===== config.mk =====
export PLATFORM = sky130hd
export DESIGN_NAME = mem_arbiter
export DESIGN_NICKNAME = d
export VERILOG_FILES = /design/src/rtl/mem_arbiter.sv
export SDC_FILE = /design/constraint.sdc
export NUM_CORES = 1
export LEC_CHECK = 0
export CORE_MARGIN = 1.5
export CORE_UTILIZATION = 40
export DETAILED_ROUTE_END_ITERATION = 8
export PLACE_DENSITY = 0.78
export SLEW_MARGIN = 20
export SYNTH_ARGS = -nofsm -noshare
export SYNTH_HDL_FRONTEND = slang
export SYNTH_SLANG_ARGS = --single-unit

===== constraint.sdc =====
create_clock -name clk -period 6.2 [get_ports clk]
set_input_delay 1.24 -clock clk [delete_from_list [all_inputs] [get_ports clk]]
set_output_delay 1.24 -clock clk [all_outputs]
set_load 0.1 [all_outputs]

===== src/rtl/mem_arbiter.sv =====
// Shares one data-memory port between instruction fetch and the MEM stage.
// Latency: request seen in IDLE -> ram_req next cycle; ack one cycle after ram_ready.
// Backpressure: requesters hold req until their one-cycle ack; MAX_WAIT aborts hung accesses.
// Build option: define MEM_ARB_RR_EN for round-robin arbitration (default: data beats fetch).
module mem_arbiter #(
  parameter int ADDR_W   = 32,
  parameter int DATA_W   = 32,
  parameter int MAX_WAIT = 15
) (
  input  logic              clk,
  input  logic              rst,
  input  logic              if_req,
  input  logic [ADDR_W-1:0] if_addr,
  output logic [DATA_W-1:0] if_rdata,
  output logic              if_ack,
  input  logic              d_req,
  input  logic              d_we,
  input  logic [ADDR_W-1:0] d_addr,
  input  logic [DATA_W-1:0] d_wdata,
  output logic [DATA_W-1:0] d_rdata,
  output logic              d_ack,
  output logic              err,
  output logic              ram_req,
  output logic              ram_we,
  output logic [ADDR_W-1:0] ram_addr,
  output logic [DATA_W-1:0] ram_wdata,
  input  logic [DATA_W-1:0] ram_rdata,
  input  logic              ram_ready
);

  typedef enum logic [1:0] {IDLE = 2'd0, BUSY_I = 2'd1, BUSY_D = 2'd2} state_t;

  localparam logic [7:0] MAX_WAIT_C = 8'(MAX_WAIT);

  state_t              state_q, state_d;
  logic                ram_req_q, ram_req_d;
  logic                ram_we_q, ram_we_d;
  logic [ADDR_W-1:0]   ram_addr_q, ram_addr_d;
  logic [DATA_W-1:0]   ram_wdata_q, ram_wdata_d;
  logic [7:0]          cnt_q, cnt_d;
  logic                if_ack_q, if_ack_d;
  logic                d_ack_q, d_ack_d;
  logic                err_q, err_d;
  logic [DATA_W-1:0]   if_rdata_q, if_rdata_d;
  logic [DATA_W-1:0]   d_rdata_q, d_rdata_d;
  logic                if_cand, d_cand, gnt_i, gnt_d;

  // A requester is not a candidate in the cycle its own ack is showing.
  assign if_cand = if_req & ~if_ack_q;
  assign d_cand  = d_req & ~d_ack_q;

`ifdef MEM_ARB_RR_EN
  logic last_grant_q, last_grant_d;  // 1 = data was granted last

  // Tie goes to whoever was not granted last; otherwise the lone requester wins.
  always_comb begin
    gnt_i = 1'b0;
    gnt_d = 1'b0;
    if (if_cand && d_cand) begin
      gnt_d = ~last_grant_q;
      gnt_i = last_grant_q;
    end else begin
      gnt_i = if_cand;
      gnt_d = d_cand;
    end
  end

  // Remember the owner of every grant taken from IDLE.
  always_comb begin
    last_grant_d = last_grant_q;
    if (state_q == IDLE && gnt_d)      last_grant_d = 1'b1;
    else if (state_q == IDLE && gnt_i) last_grant_d = 1'b0;
  end

  // last_grant resets to data so fetch takes the first tie.
  always_ff @(posedge clk or posedge rst) begin
    if (rst) last_grant_q <= 1'b1;
    else     last_grant_q <= last_grant_d;
  end
`else
  // Fixed priority: the MEM stage holds the older instruction.
  always_comb begin
    gnt_d = d_cand;
    gnt_i = if_cand & ~d_cand;
  end
`endif

  // Next-state and registered-output computation for the arbitration FSM.
  always_comb begin
    state_d     = state_q;
    ram_req_d   = ram_req_q;
    ram_we_d    = ram_we_q;
    ram_addr_d  = ram_addr_q;
    ram_wdata_d = ram_wdata_q;
    cnt_d       = cnt_q;
    if_ack_d    = 1'b0;
    d_ack_d     = 1'b0;
    err_d       = 1'b0;
    if_rdata_d  = if_rdata_q;
    d_rdata_d   = d_rdata_q;
    case (state_q)
      IDLE: begin
        if (gnt_d) begin
          state_d     = BUSY_D;
          ram_req_d   = 1'b1;
          ram_we_d    = d_we;
          ram_addr_d  = d_addr;
          ram_wdata_d = d_wdata;
          cnt_d       = 8'd0;
        end else if (gnt_i) begin
          state_d     = BUSY_I;
          ram_req_d   = 1'b1;
          ram_we_d    = 1'b0;
          ram_addr_d  = if_addr;
          cnt_d       = 8'd0;
        end
      end
      BUSY_I, BUSY_D: begin
        if (ram_ready) begin
          // Completion beats a same-cycle timeout.
          state_d   = IDLE;
          ram_req_d = 1'b0;
          if (state_q == BUSY_D) begin
            d_ack_d = 1'b1;
            if (!ram_we_q) d_rdata_d = ram_rdata;
          end else begin
            if_ack_d   = 1'b1;
            if_rdata_d = ram_rdata;
          end
        end else if (cnt_q == MAX_WAIT_C) begin
          state_d   = IDLE;
          ram_req_d = 1'b0;
          err_d     = 1'b1;
          if (state_q == BUSY_D) begin
            d_ack_d   = 1'b1;
            d_rdata_d = '0;
          end else begin
            if_ack_d   = 1'b1;
            if_rdata_d = '0;
          end
        end else if (cnt_q != 8'hFF) begin
          cnt_d = cnt_q + 8'd1;
        end
      end
      default: state_d = IDLE;
    endcase
  end

  // State and output registers; reset drops any access in flight without an ack.
  always_ff @(posedge clk or posedge rst) begin
    if (rst) begin
      state_q     <= IDLE;
      ram_req_q   <= 1'b0;
      ram_we_q    <= 1'b0;
      ram_addr_q  <= '0;
      ram_wdata_q <= '0;
      cnt_q       <= 8'd0;
      if_ack_q    <= 1'b0;
      d_ack_q     <= 1'b0;
      err_q       <= 1'b0;
      if_rdata_q  <= '0;
      d_rdata_q   <= '0;
    end else begin
      state_q     <= state_d;
      ram_req_q   <= ram_req_d;
      ram_we_q    <= ram_we_d;
      ram_addr_q  <= ram_addr_d;
      ram_wdata_q <= ram_wdata_d;
      cnt_q       <= cnt_d;
      if_ack_q    <= if_ack_d;
      d_ack_q     <= d_ack_d;
      err_q       <= err_d;
      if_rdata_q  <= if_rdata_d;
      d_rdata_q   <= d_rdata_d;
    end
  end

  assign ram_req   = ram_req_q;
  assign ram_we    = ram_we_q;
  assign ram_addr  = ram_addr_q;
  assign ram_wdata = ram_wdata_q;
  assign if_ack    = if_ack_q;
  assign d_ack     = d_ack_q;
  assign err       = err_q;
  assign if_rdata  = if_rdata_q;
  assign d_rdata   = d_rdata_q;

endmodule


==> results of run 1 <==
-- final cells by class --
type | count | share of cell area
multi-input combinational | 296 | 0.251
clock inverter | 10 | 0.0163
tap | 188 | 0.0245
clock buffer | 22 | 0.0504
inverter | 3 | 0.00169
timing repair buffer | 271 | 0.283
sequential | 143 | 0.373
-- metrics by stage --
stage	cell area (sq um)	utilization	hold WS, ps	worst slack (ps)	cells
final	9600	0.636	474	2950	933
after CTS	9570	0.634	482	2940	932
after global routing	9600	0.636	512	2830	933
after detailed placement	8930	0.592	469	2610	900
after global placement	8930	0.592	463	2670	900
after floorplan	6160	-	491	1120	470
-- synth_stat cells, drive strengths merged --
cell type / instances / area, sq um
a21bo: 1 / 10.0
a21o: 1 / 7.51
a21oi: 6 / 33.8
a221o: 3 / 30.0
a31o: 1 / 8.76
a32o: 1 / 10.0
and2: 32 / 200
and3: 5 / 36.3
and3b: 1 / 8.76
buf: 12 / 106
clkbuf: 16 / 60.1
dfrtp: 143 / 3580
ha: 3 / 37.5
inv: 3 / 11.3
mux2: 97 / 1090
mux2i: 32 / 320
nand2: 37 / 139
nand2b: 4 / 32.5
nand3: 7 / 35.0
nand3b: 3 / 22.5
nand4: 2 / 12.5
nor2: 2 / 7.51
nor2b: 3 / 18.8
nor3: 3 / 20.0
nor3b: 1 / 18.8
nor4: 2 / 12.5
nor4b: 1 / 8.76
o211a: 1 / 10.0
o211ai: 3 / 22.5
o21ai: 37 / 189
o31ai: 4 / 30.0
or3: 1 / 6.26
or3b: 1 / 8.76
or4: 1 / 11.3
-- kinds of logic (layout without fill, tap and decap cells) --
family / Yosys count / in the layout / synth area share
mux: 129 / 129 / 0.229
buf+inv: 31 / 306 / 0.0289
flops: 143 / 143 / 0.581
simple gates: 106 / 106 / 0.0973
compound gates: 58 / 58 / 0.0571
fa+ha+maj: 3 / 3 / 0.00610
-- worst paths after layout --
check                        startpoint       endpoint  slack (ps)
min                        ram_addr[28]   ram_addr[28]         470
min in group asynchronous           rst  ram_wdata[26]        1410
max                              ram_we         ram_we        2950
max in group asynchronous           rst   if_rdata[30]        3700
max reg2reg                  state_q[0]       cnt_q[7]        3740
min reg2reg                ram_addr[28]   ram_addr[28]         470
-- layer usage --
layer	vias to the layer above	track usage	part of all wire
met5	-	0	0
met4	0	0.0816	0.020
met3	22	0.0632	0.071
met2	170	0.338	0.51
met1	2220	0.231	0.40
li1	2175	-	-
-- registers in the layout (all words and copies together) (netlist names) --
name and count:
d_rdata 32, if_rdata 32, ram_addr 32, ram_wdata 32, cnt_q 8, state_q 2
d_ack 1, err 1, if_ack 1, ram_req 1, ram_we 1
==> summary.txt, run 1 <==
Critical path
  – Worst-path cell chain: clkdlybuf4s50_1
  – Cell family with most CP delay: buffers and inverters
  – Crit end category: output pin
  – CP bufs+invs: 1
  – CP max stage delay: 1190 ps
  – WP data required: 4960 ps
  – Crit-path max FO: 3
  – Kind of critical path: flip-flop to output pin
  – Slowest-stage cell, CP: clkdlybuf4s50_1
  – Crit path depth: 1
  – Worst r2r path cells: 5
  – Startpoint Class: flip-flop
  – Arr. time, crit path: 2010 ps

Drt
  – DR pass1 iterations: 4
  – Detail Route Antenna Nets: 0
  – Drt drc: 0
  – DRT iter0 DRCs: 161
  – Via count: 4587
  – Vias per inst: 4.92
  – Detailed Route WL: 15200 um
  – Routed wire length per instance: 16.3 um

Floorplanning
  – Die footprint: 16100 sq um
  – Site row count: 45
  – DIE WIDTH: 127 um
  – I/O Pins: 267
  – Starting Density: 0.408
  – Die Height: 127 um
  – Core area: 15100 sq um

Synthesis
  – Syn Area/Cell: 13.1 sq um
  – Post-Syn Nets: 607
  – Post-synthesis cell type count: 42
  – Mapped cell area: 6160 sq um
  – Post-Syn Instances: 470
  – Synth warnings: 0
  – Register bit total from synthesis: 143
  – Sequential share of the synthesized area: 0.581

Clocking
  – Post-CTS Resized: 0
  – Reg clk slew, reported paths: 60 ps
  – Inserted Clock Buffers: 17
  – CTS tree: yes
  – Clock Latency Late Sink: 410 ps
  – Setup bufs post-CTS: 0
  – Root Driver: clkbuf_16
  – Clock sinks: 143
  – Longest Clk Path Bufs: 2
  – # hold bufs at CTS: 0
  – H-tree depth: 4

Layout
  – Commonest cells after routing, fill and taps aside: clkdlybuf4s50_1 (266), dfrtp_1 (143), mux2_2 (92)
  – # nets final: 869
  – Commonest non-fill, non-tap cell in the layout: clkdlybuf4s50_1
  – Fillers: 1190
  – Area Overhead vs Synth: 55.9%
  – Area occupied by multi-input gates: 2410 sq um
  – N_diodes: 0
  – Reg area: 3580 sq um
  – Layout cells sized above 1: 0.187

Min path
  – Hold depth: 2
  – Hold WC Path Type: flip-flop to flip-flop

Timing
  – Period minus WS final: 3250 ps
  – Final hold vios: 0
  – Worst Clk Skew: 6.25 ps
  – F_max: 308 MHz
  – Slew Limit Fails: 0
  – Setup total negative slack: 0 ps
  – Period utilization: 0.524
  – Slew @ Worst Pin: 1030 ps
  – RSZ-0062 raised after global routing: no
  – Final setup fails: 0
  – Slew margin rel.: 0.314

Global routing
  – Grt ovf: 0
  – Largest net degree at the start of global routing: 103
  – GR Util All Layers: 0.198
  – First-pass GRT wire length: 25100 um
  – Vias in the first global route: 4977
  – Initial antenna violation count: 0

Placement
  – Placer Congestion: 0.810
  – Port Buffers: 266
  – HPWL Detailed: 11000 um

Run
  – Max-Cap Viols: 0

Outcome
  – Status: finished clean
Power of run 1 is left out: the tool's default activity adds up to more than one toggle a clock period on the data nets, which glitch-free logic cannot reach.
==> inputs of run 2 (changes only) <==
- CORE_UTILIZATION: 40 -> 38
- PLACE_DENSITY: 0.78 -> 0.77
- clock period: 6.2 -> 2.8 ns (I/O delays scaled with it)
==> summary.txt, run 2 (synthesis gave the netlist of run 1 again) <==
Outcome
  – Status: finished clean

Timing
  – Slew @ Worst Pin: 967 ps (-59.3 ps)
  – Final setup fails: 0 (unchanged)
  – Slew margin rel.: 0.355 (+0.0417)
  – Period minus WS final: 2200 ps
  – Period utilization: 0.786
  – Setup total negative slack: 0 ps (unchanged)
  – Slew Limit Fails: 0 (unchanged)
  – Worst Clk Skew: 8.15 ps (+1.90 ps)
  – Final hold vios: 0 (unchanged)
  – F_max: 455 MHz
  – RSZ-0062 raised after global routing: no

Critical path
  – Startpoint Class: flip-flop
  – Origin of the critical flop-to-flop path: state_q[1]
  – Kind of critical path: flip-flop to flip-flop
  – Crit-path max FO: 19 (+16)
  – WP data required: 3090 ps (-1870 ps)
  – Arr. time, crit path: 2490 ps (+480 ps)
  – Crit end category: flip-flop
  – Worst setup startpoint: state_q[1]

Floorplanning
  – Die Height: 130 um (+2.5%)
  – Core area: 15800 sq um (+4.9%)
  – DIE WIDTH: 130 um (+2.5%)
  – Site row count: 46 (+2.2%)
  – Starting Density: 0.389 (-0.0190)
  – I/O Pins: 267 (unchanged)
  – Die footprint: 17000 sq um (+5.1%)

Layout
  – Final Util: 0.593 (-0.0435)
  – Commonest non-fill, non-tap cell in the layout: dfrtp_1
  – Commonest cells after routing, fill and taps aside: dfrtp_1 (143), buf_4 (139), clkdlybuf4s50_1 (133)
  – Area Overhead vs Synth: 52.3%
  – Layout cells sized above 1: 0.369 (+0.182)
  – # nets final: 875 (+0.69%)
  – Fillers: 1334 (+12%)
  – N_diodes: 0 (unchanged)

Drt
  – Vias per inst: 4.86 (-1.1%)
  – DRT iter0 DRCs: 141 (-12%)
  – Drt drc: 0 (unchanged)
  – Detailed Route WL: 16000 um (+5.8%)
  – Routed wire length per instance: 16.6 um (+2.1%)
  – Detail Route Antenna Nets: 0 (unchanged)
  – Via count: 4704 (+2.6%)
  – DR pass1 iterations: 4 (unchanged)

Clocking
  – Root Driver: clkbuf_16
  – Post-CTS Resized: 0 (unchanged)
  – Inserted Clock Buffers: 17 (unchanged)
  – Clock Latency Late Sink: 410 ps (about the same)
  – Longest Clk Path Bufs: 2 (unchanged)
  – H-tree depth: 4 (unchanged)
  – Clock sinks: 143 (unchanged)
  – Reg clk slew, reported paths: 60 ps (about the same)
  – # hold bufs at CTS: 0 (unchanged)
  – Setup bufs post-CTS: 0 (unchanged)
  – CTS tree: yes

Placement
  – Port Buffers: 266 (unchanged)
  – HPWL Detailed: 11900 um (+8.2%)
  – Placer Congestion: 0.758 (-6.4%)

Global routing
  – Initial antenna violation count: 0 (unchanged)
  – Largest net degree at the start of global routing: 67 (-35%)
  – GR Util All Layers: 0.192 (-0.00598)
  – Vias in the first global route: 5025 (+0.96%)
  – First-pass GRT wire length: 25100 um (about the same)
  – Grt ovf: 0 (unchanged)

Min path
  – Critical hold path startpoint: ram_addr[10]
  – Hold WC Path Type: flip-flop to flip-flop

Run
  – Max-Cap Viols: 0 (unchanged)
run 2: cell count changes in the layout (fill, tap and decap cells not counted), sizes merged:
| cell | before | now |
|---|---|---|
| buf | 5 | 144 |
| clkdlybuf4s50 | 266 | 133 |
| clkinvlp | 1 | 3 |
| inv | 4 | 2 |
run 2: layer usage:
layer	global-route usage	share of wire	routed length [um]
met4	0.0856	0.023	373
met1	0.216	0.38	6160
met3	0.0644	0.080	1280
met2	0.330	0.51	8240
met5	0	0	0
run 2: critical path, stage by stage, from the launching register on:
cell and delay, ps:
dfrtp_1 340, inv_1 60, ha_1 610, o21ai_0 220
or3_1 480, a221o_1 380
run 2: path summary, 6_finish.rpt:
kind                            slack [ps]  cells after the start            to
worst max-delay path                   600                      5      cnt_q[6]
worst min-delay path                   480                      2  ram_addr[10]
worst max register to register         600                      5      cnt_q[6]
worst min register to register         480                      2  ram_addr[10]
max in group asynchronous             1570                      3  if_rdata[18]
min in group asynchronous              610                      2   d_rdata[29]
run 2: area by class of cell:
| class | instances | area, sq um | area share |
|---|---|---|---|
| clock inverters | 10 | 159 | 0.0169 |
| flip-flops and latches | 143 | 3580 | 0.381 |
| well taps | 216 | 270 | 0.0288 |
| multi-input cells | 296 | 2410 | 0.257 |
| clock buffers | 22 | 474 | 0.0506 |
| inverters | 3 | 15.0 | 0.00160 |
| repair buffers | 277 | 2470 | 0.264 |
run 2: stage by stage:
stage               std cells  worst slack (ps)  hold WS, ps  area, sq um
detailed placement        935               362          475         8750
CTS                       967               607          488         9380
global route              967               412          507         9380
finish                    967               600          482         9380
global placement          935               351          464         8750
floorplan                 470               425          491         6160
Power of run 2 is left out for the same reason.
